## config.mk

```make
export PLATFORM = sky130hd
export DESIGN_NAME = mem_arbiter
export DESIGN_NICKNAME = d
export VERILOG_FILES = /design/src/rtl/mem_arbiter.sv
export SDC_FILE = /design/constraint.sdc
export NUM_CORES = 1
export LEC_CHECK = 0
export ABC_CLOCK_PERIOD_IN_PS = 2950
export BUFFER_PORTS_ARGS = -buffer_cell sky130_fd_sc_hd__buf_2
export CAP_MARGIN = 20
export CORE_MARGIN = 3
export CORE_UTILIZATION = 30
export DETAILED_ROUTE_END_ITERATION = 8
export HOLD_SLACK_MARGIN = 0.1
export SLEW_MARGIN = 20
export SYNTH_ARGS = -nofsm -noshare
export SYNTH_HDL_FRONTEND = slang
export SYNTH_SLANG_ARGS = --single-unit
```

## constraint.sdc

```tcl
create_clock -name clock -period 2.95 [get_ports clock]
set_input_delay 0.4425 -clock clock [delete_from_list [all_inputs] [get_ports clock]]
set_output_delay 0.4425 -clock clock [all_outputs]
set_load 0.1 [all_outputs]
```

## src/rtl/mem_arbiter.sv

```systemverilog
// Two-port arbiter for a single 8-bit synchronous memory port.
// Word transfers are split into two little-endian byte cycles; read data is reassembled.
module mem_arbiter #(
   parameter int unsigned ADDR_W     = 20,
   parameter int unsigned PRIO_FIXED = 0
) (
   input  logic              clock,
   input  logic              reset,
   input  logic              m0_req,
   input  logic              m0_we,
   input  logic              m0_word,
   input  logic [ADDR_W-1:0] m0_addr,
   input  logic [15:0]       m0_wdata,
   output logic [15:0]       m0_rdata,
   output logic              m0_ack,
   input  logic              m1_req,
   input  logic              m1_we,
   input  logic              m1_word,
   input  logic [ADDR_W-1:0] m1_addr,
   input  logic [15:0]       m1_wdata,
   output logic [15:0]       m1_rdata,
   output logic              m1_ack,
   output logic [ADDR_W-1:0] address,
   input  logic [7:0]        data,
   output logic [7:0]        out,
   output logic              wren
);

   localparam logic [2:0] StIdle = 3'd0;
   localparam logic [2:0] StLo   = 3'd1;
   localparam logic [2:0] StHi   = 3'd2;
   localparam logic [2:0] StFin  = 3'd3;
   localparam logic [2:0] StAck  = 3'd4;

   logic [2:0]        state_q, state_d;
   logic              gnt_q, gnt_d;
   logic              last_q, last_d;
   logic              we_q, we_d;
   logic              word_q, word_d;
   logic [ADDR_W-1:0] addr_q, addr_d;
   logic [15:0]       wdata_q, wdata_d;
   logic [ADDR_W-1:0] address_q, address_d;
   logic [7:0]        out_q, out_d;
   logic              wren_q, wren_d;
   logic              ack0_q, ack0_d;
   logic              ack1_q, ack1_d;
   logic [15:0]       rdata0_q, rdata0_d;
   logic [15:0]       rdata1_q, rdata1_d;

   logic              sel;
   logic [15:0]       rd_cur;
   logic [15:0]       rd_new;

   // Port 1 wins when alone, or on a tie in round-robin mode if port 0 was served last.
   assign sel    = m1_req & (~m0_req | ((PRIO_FIXED == 0) & ~last_q));
   assign rd_cur = gnt_q ? rdata1_q : rdata0_q;

   always_comb begin
      state_d   = state_q;
      gnt_d     = gnt_q;
      last_d    = last_q;
      we_d      = we_q;
      word_d    = word_q;
      addr_d    = addr_q;
      wdata_d   = wdata_q;
      address_d = address_q;
      out_d     = out_q;
      wren_d    = wren_q;
      ack0_d    = 1'b0;
      ack1_d    = 1'b0;
      rd_new    = rd_cur;

      case (state_q)
         StIdle: begin
            wren_d = 1'b0;
            if (m0_req || m1_req) begin
               gnt_d     = sel;
               last_d    = sel;
               we_d      = sel ? m1_we : m0_we;
               word_d    = sel ? m1_word : m0_word;
               addr_d    = sel ? m1_addr : m0_addr;
               wdata_d   = sel ? m1_wdata : m0_wdata;
               address_d = sel ? m1_addr : m0_addr;
               if (sel ? m1_we : m0_we) begin
                  out_d  = sel ? m1_wdata[7:0] : m0_wdata[7:0];
                  wren_d = 1'b1;
               end
               state_d = StLo;
            end
         end
         StLo: begin
            if (word_q) begin
               address_d = addr_q + ADDR_W'(1);
               out_d     = wdata_q[15:8];
               wren_d    = we_q;
               state_d   = StHi;
            end else begin
               wren_d  = 1'b0;
               state_d = StFin;
            end
         end
         StHi: begin
            if (!we_q) rd_new[7:0] = data;
            wren_d  = 1'b0;
            state_d = StFin;
         end
         StFin: begin
            if (!we_q) begin
               if (word_q) rd_new[15:8] = data;
               else        rd_new = {8'h00, data};
            end
            ack0_d  = ~gnt_q;
            ack1_d  = gnt_q;
            state_d = StAck;
         end
         StAck: begin
            state_d = StIdle;
         end
         default: begin
            wren_d  = 1'b0;
            state_d = StIdle;
         end
      endcase

      rdata0_d = gnt_q ? rdata0_q : rd_new;
      rdata1_d = gnt_q ? rd_new : rdata1_q;
   end

   always_ff @(posedge clock) begin
      if (reset) begin
         state_q   <= StIdle;
         gnt_q     <= 1'b0;
         last_q    <= 1'b1;
         we_q      <= 1'b0;
         word_q    <= 1'b0;
         addr_q    <= '0;
         wdata_q   <= '0;
         address_q <= '0;
         out_q     <= '0;
         wren_q    <= 1'b0;
         ack0_q    <= 1'b0;
         ack1_q    <= 1'b0;
         rdata0_q  <= '0;
         rdata1_q  <= '0;
      end else begin
         state_q   <= state_d;
         gnt_q     <= gnt_d;
         last_q    <= last_d;
         we_q      <= we_d;
         word_q    <= word_d;
         addr_q    <= addr_d;
         wdata_q   <= wdata_d;
         address_q <= address_d;
         out_q     <= out_d;
         wren_q    <= wren_d;
         ack0_q    <= ack0_d;
         ack1_q    <= ack1_d;
         rdata0_q  <= rdata0_d;
         rdata1_q  <= rdata1_d;
      end
   end

   assign address  = address_q;
   assign out      = out_q;
   assign wren     = wren_q;
   assign m0_ack   = ack0_q;
   assign m1_ack   = ack1_q;
   assign m0_rdata = rdata0_q;
   assign m1_rdata = rdata1_q;

endmodule

```

# Word level (Yosys, flattened, before mapping)
# Index checks and enable logic that the tools add are counted.
[op_classes]
n_addsub = 1
mul = 0
n_div = 0
n_lt_le_gt_ge = 0
n_eq_ne = 7
shift = 0
n_mux = 26
n_bitwise = 6
reduce_logical = 8
[op_table]
columns = ["op", "count"]
rows = [
  ["$mux 8", 8],
  ["$mux 20", 3],
  ["$mux 16", 3],
  ["$pmux 20 s2", 1],
  ["$pmux 8 s2", 2],
  ["$add 20x1->20 const B", 1],
  ["$pmux 3 s4", 1],
  ["$eq 3x2->1 const B", 2],
  ["$mux 1", 6],
  ["$ne 2x2->1 const B", 3],
  ["$not 1->1", 4],
  ["$reduce_and 4->1", 1],
  ["$reduce_or 2->1", 2],
  ["$eq 3x1->1 const B", 1],
  ["$eq 3x3->1 const B", 1],
  ["$logic_not 3->1", 1],
  ["$mux 3", 1],
  ["$pmux 1 s3", 1],
  ["$reduce_and 3->1", 1],
  ["$reduce_and 2->1", 1],
  ["$reduce_bool 2->1", 1],
  ["$and 1x1->1", 1],
  ["$logic_or 1x1->1", 1],
  ["$or 1x1->1", 1],
]
[word_totals]
register_bits = 106
latchBits = 0
ram_bits = 0
rom_bits = 0
in_bits = 88
memories = 0

# Longest topological paths before layout
[logic_depth]
depth_word = 7
depth_mapped = 8
ltp_nobuf = 6

# Worst setup path after synthesis
# OpenSTA, ideal clock, no wires.
[synth_path]
path_kind = "input -> register"
startpoint = "in m1_req"
endpoint = "reg address_q[13], in the netlist address[13]"
setup_time_ns = 0.128
arrival_ns = 1.578
setup_slack_ns = 1.245
cell_stages = 8
n_path_buf = 3
path_cell_list = "buf_2 a21bo_2 buf_6 buf_4 nand2_1 nand2_1 a222oi_1 nor2_1"
[synth_via]
elab_chain_len = 4
word_cells_on_any_way = 7
cone_classes = "eq/ne (1); mux (3); bitwise (1); reduce/logical (2)"
[synth_lines]
columns = ["item", "line_no", "text"]
rows = [
  ["from (decl)", "16", "input logic m1_req,"],
  ["$and 1x1->1", "55", "assign sel = m1_req & (~m0_req | ((PRIO_FIXED == 0) & ~last_q));"],
  ["$mux 20", "83", "address_d = sel ? m1_addr : m0_addr;"],
  ["$mux 20", "76", "if (m0_req || m1_req) begin"],
  ["$pmux 20 s2", "73", "case (state_q)"],
  ["to (signal assigned)", "153", "address_q <= address_d;"],
  ["to (decl)", "42", "logic [ADDR_W-1:0] address_q, address_d;"],
]
# Parallel ways exist; a longest one is shown, timed or not. The select of a mux whose other input is x is not followed.
# A chain may end at the register's enable or synchronous reset.

# Worst setup path in the final report
[layout_path]
startpoint = "reg state_q[0]"
endpoint = "reg out_q[7], in the netlist out[7]"
[layout_via]
elab_chain_len = 3
word_cells_on_any_way = 8
cone_classes = "eq/ne (4); mux (1); reduce/logical (3)"
[layout_lines]
columns = ["item", "line_no", "text"]
rows = [
  ["from (decl)", "35", "logic [2:0] state_q, state_d;"],
  ["from (signal assigned)", "131", "state_q <= StIdle;"],
  ["from (signal assigned)", "146", "state_q <= state_d;"],
  ["$eq 3x1->1 / $logic_not 3->1 (equally long branches)", "73", ""],
  ["$ne 2x2->1 (no source line) / $reduce_bool 2->1 (equally long branches)", "--", ""],
  ["$reduce_and 4->1 (no source line)", "--", ""],
  ["to (signal assigned)", "154", "out_q <= out_d;"],
  ["to (decl)", "43", "logic [7:0] out_q, out_d;"],
]
# Parallel ways exist; a longest one is shown, timed or not.

==> impl_metrics.csv <==
group,metric,value,unit
placed_design,post_dp_cell_area,0.00536,mm^2
layout,drive_gt1_share,28.1,%
die,die_h,128,um
timing,sum_neg_setup_slack,0,ns
timing,final_hold_viol_count,0,
detailed_routing,dr_total_vias,4227,
min_path,timing.hold.worst.start,"m1_wdata[12]",
die,std_cell_rows,44,
layout,finalNetCount,763,
placed_design,portBuffers,150,
power,fin_total_pwr,4.46,mW
die,pin_count,151,
power,vdd.ir_drop.worst,0.000384,V
cts,cts.clk_slew.worst_paths,0.07,ns
global_routing,grt_util_all_layers,16.1,%
timing,slew_violations,0,
die,die_w,128,um
layout,syn_to_final_growth,25.6,%
synthesis,netlist_area,0.00449,mm^2
timing,grt_setup_unrepaired,"false",
cts,post-cts-setup-buffers,0,
setup_path,crit_start,"state_q[0]$_SDFFE_PP0P_",
timing,skew,0.00797,ns
setup_path,startpoint_type,"register",
power,powerDensity,791,mW/mm^2
layout,post_layout_nonfiller_instances,863,
detailed_routing,post_drt_via_cell_ratio,4.90,
timing,worstMarginPinSlew,0.906,ns
layout,antenna_diode_count,0,
placed_design,post-place-ws,0.861,ns
die,die-area,0.0165,mm^2
placed_design,finalWeightedCongestion,0.764,
cts,post_cts.resized_instances,0,
detailed_routing,drtPass1Iterations,4,
synthesis,synth-warning-count,0,
layout,final_core_utilization,38.7,%
setup_path,critical_path_class,"reg2reg",
run_status,status,"complete, no violations",
detailed_routing,drc_errors,0,
global_routing,global_route.overflow_total,0,
min_path,hold_class,"in2reg",
detailed_routing,drt-total-wl,13000,um
timing,final.setup.worst_slack,0.887,ns
setup_path,critical_path.reg2reg.startpoint,"state_q[0]$_SDFFE_PP0P_",
placed_design,dp_hpwl,9410,um
setup_path,critical_path_required,3.15,ns
timing,fin_crit_sh,69.9,%
timing,whs,0.357,ns
cts,h-tree-depth,3,
cts,clock_path_buffers,2,
cts,clock_insertion_delay_worst_skew,0.35,ns
timing,final_number_of_setup_violating_endpoints,0,
timing,finalCriticalPeriod,2.06,ns
layout,final_cell_area,0.00564,mm^2
cts,clock_tree.root_cell,"sky130_fd_sc_hd__clkbuf_16",
synthesis,synth_area_per_cell,8.23,um^2
detailed_routing,drtAntennaViolNets,0,
timing,slew_limit_headroom,39.6,%
timing,clock.fmax,485,MHz
cts,cts_tree,"done",
global_routing,pin_count_of_the_biggest_net_entering_global_routing,46,
synthesis,ff_latch_count_synth,98,
synthesis,synthesis.instances,546,
die,core_area,0.0146,mm^2
synthesis,post_synthesis_cell_type_count,48,
die,start_util,30.8,%
global_routing,number_of_global_route_vias_before_repair,4005,
placed_design,placed_cells,847,
cts,cts_hold_buf,0,
cts,tritoncts_num_sinks,98,
detailed_routing,routed_wire_length_per_instance,15.0,um
detailed_routing,drt_iter0_markers,195,
synthesis,synthesis.nets,635,
synthesis,dominantRegCellSynth,"sky130_fd_sc_hd__dfxtp_1",
cts,cts_buffer_count,9,
setup_path,kind_of_end_point_of_the_critical_path,"register",
synthesis,ys_async_rst_share,0,%
setup_path,worstPathMaxFanout,16,
job,max-cap-violations,0,
global_routing,grt_antenna_before_repair,0,
synthesis,number_of_flops_mapped_to_enable_cells_by_yosys,0,
synthesis,ys_seq_area_share,43.7,%
global_routing,grt_first_pass_wirelength,21100,um
power,leak_pwr,2.55,nW
setup_path,cp_data_arrival_time,2.27,ns
[cells in the final DEF (no fill, tap or decap), types with 12 or more instances in the layout]
cell type	n
sky130_fd_sc_hd__a211oi_1	14
sky130_fd_sc_hd__a21oi_1	58
sky130_fd_sc_hd__buf_2	150
sky130_fd_sc_hd__buf_4	12
sky130_fd_sc_hd__dfxtp_1	98
sky130_fd_sc_hd__mux2i_1	34
sky130_fd_sc_hd__nand2_1	101
sky130_fd_sc_hd__nand3_1	23
sky130_fd_sc_hd__nor2_1	64
[metal layers]
metal / vias to the layer above / global-route usage, % / part of all wire [%]
met3: 10 / 6.27 / 7.2
met2: 110 / 25.8 / 46
met5: - / 0 / 0
li1: 2166 / - / -
met4: 0 / 3.37 / 1.2
met1: 1941 / 20.6 / 46
[state kept, by name, summed over array words and instances (netlist names), 3 cells and up]
signal and flops:
out 8, m1_rdata 16, m0_rdata 16, state_q 3, address 20, addr_q 20, wdata_q 8
[cells in the mapped netlist (all sizes together) (2+ instances only)]
master,instances,share of area [%]
a22oi,3,0.50
a222oi,4,0.89
nor3b,2,0.56
o21ai,14,1.6
nand4,6,0.84
xnor2,8,1.6
a211oi,15,2.6
o21a,7,1.2
a31oi,9,1.6
dfxtp,98,44
clkbuf,20,1.7
a311oi,9,1.8
buf,25,3.3
and2,3,0.42
nor2,66,5.7
nor3,7,0.89
a21oi,58,6.5
nand3,24,2.8
mux2i,34,7.6
nand2,101,8.4
and3,6,0.84
and4,4,0.78
xor2,7,1.4
[worst max-delay path, stage by stage, from the launching register on]
cell and delay [ns]:
sky130_fd_sc_hd__dfxtp_1 0.65, sky130_fd_sc_hd__nor3b_2 0.25, sky130_fd_sc_hd__buf_4 0.21, sky130_fd_sc_hd__nand2_1 0.12
sky130_fd_sc_hd__a31oi_4 0.40, sky130_fd_sc_hd__mux2i_1 0.23, sky130_fd_sc_hd__nor2_1 0.05
[final timing paths]
kind	slack (ns)	end	cells after the start
setup / recovery	0.89	out[7]$_SDFFE_PP0P_	6
hold reg to reg	0.45	address[4]$_SDFFE_PP0P_	2
hold / removal	0.36	wdata_q[12]$_SDFFE_PP0P_	3
setup reg to reg	0.89	out[7]$_SDFFE_PP0P_	6
[cell families (layout without fill, tap and decap cells)]
family / Yosys count / count (layout) / synth area share (%)
fa+ha+maj: 1 / 1 / 0.279
simple gates: 225 / 225 / 22.3
flops: 98 / 98 / 43.7
compound gates: 127 / 127 / 18.2
xor+xnor: 15 / 15 / 2.92
mux: 34 / 34 / 7.58
buf+inv: 46 / 179 / 5.01
[power by group]
part	total (mW)	switching [mW]	internal (mW)	leakage, nW
clock network	1.14	0.550	0.589	0.143
logic	1.66	1.24	0.425	1.61
registers	1.66	0.153	1.51	0.802
[cell type report]
class                   instances  area [um^2]
flip-flops and latches         98         1960
repair buffers                162          841
clock inverters                 7         60.1
multi-input cells             402         2320
inverters                       1         3.75
well taps                     184          230
clock buffers                   9          225
fillers                      1532         8950
Note: power is estimated with default switching activity, not from simulation.
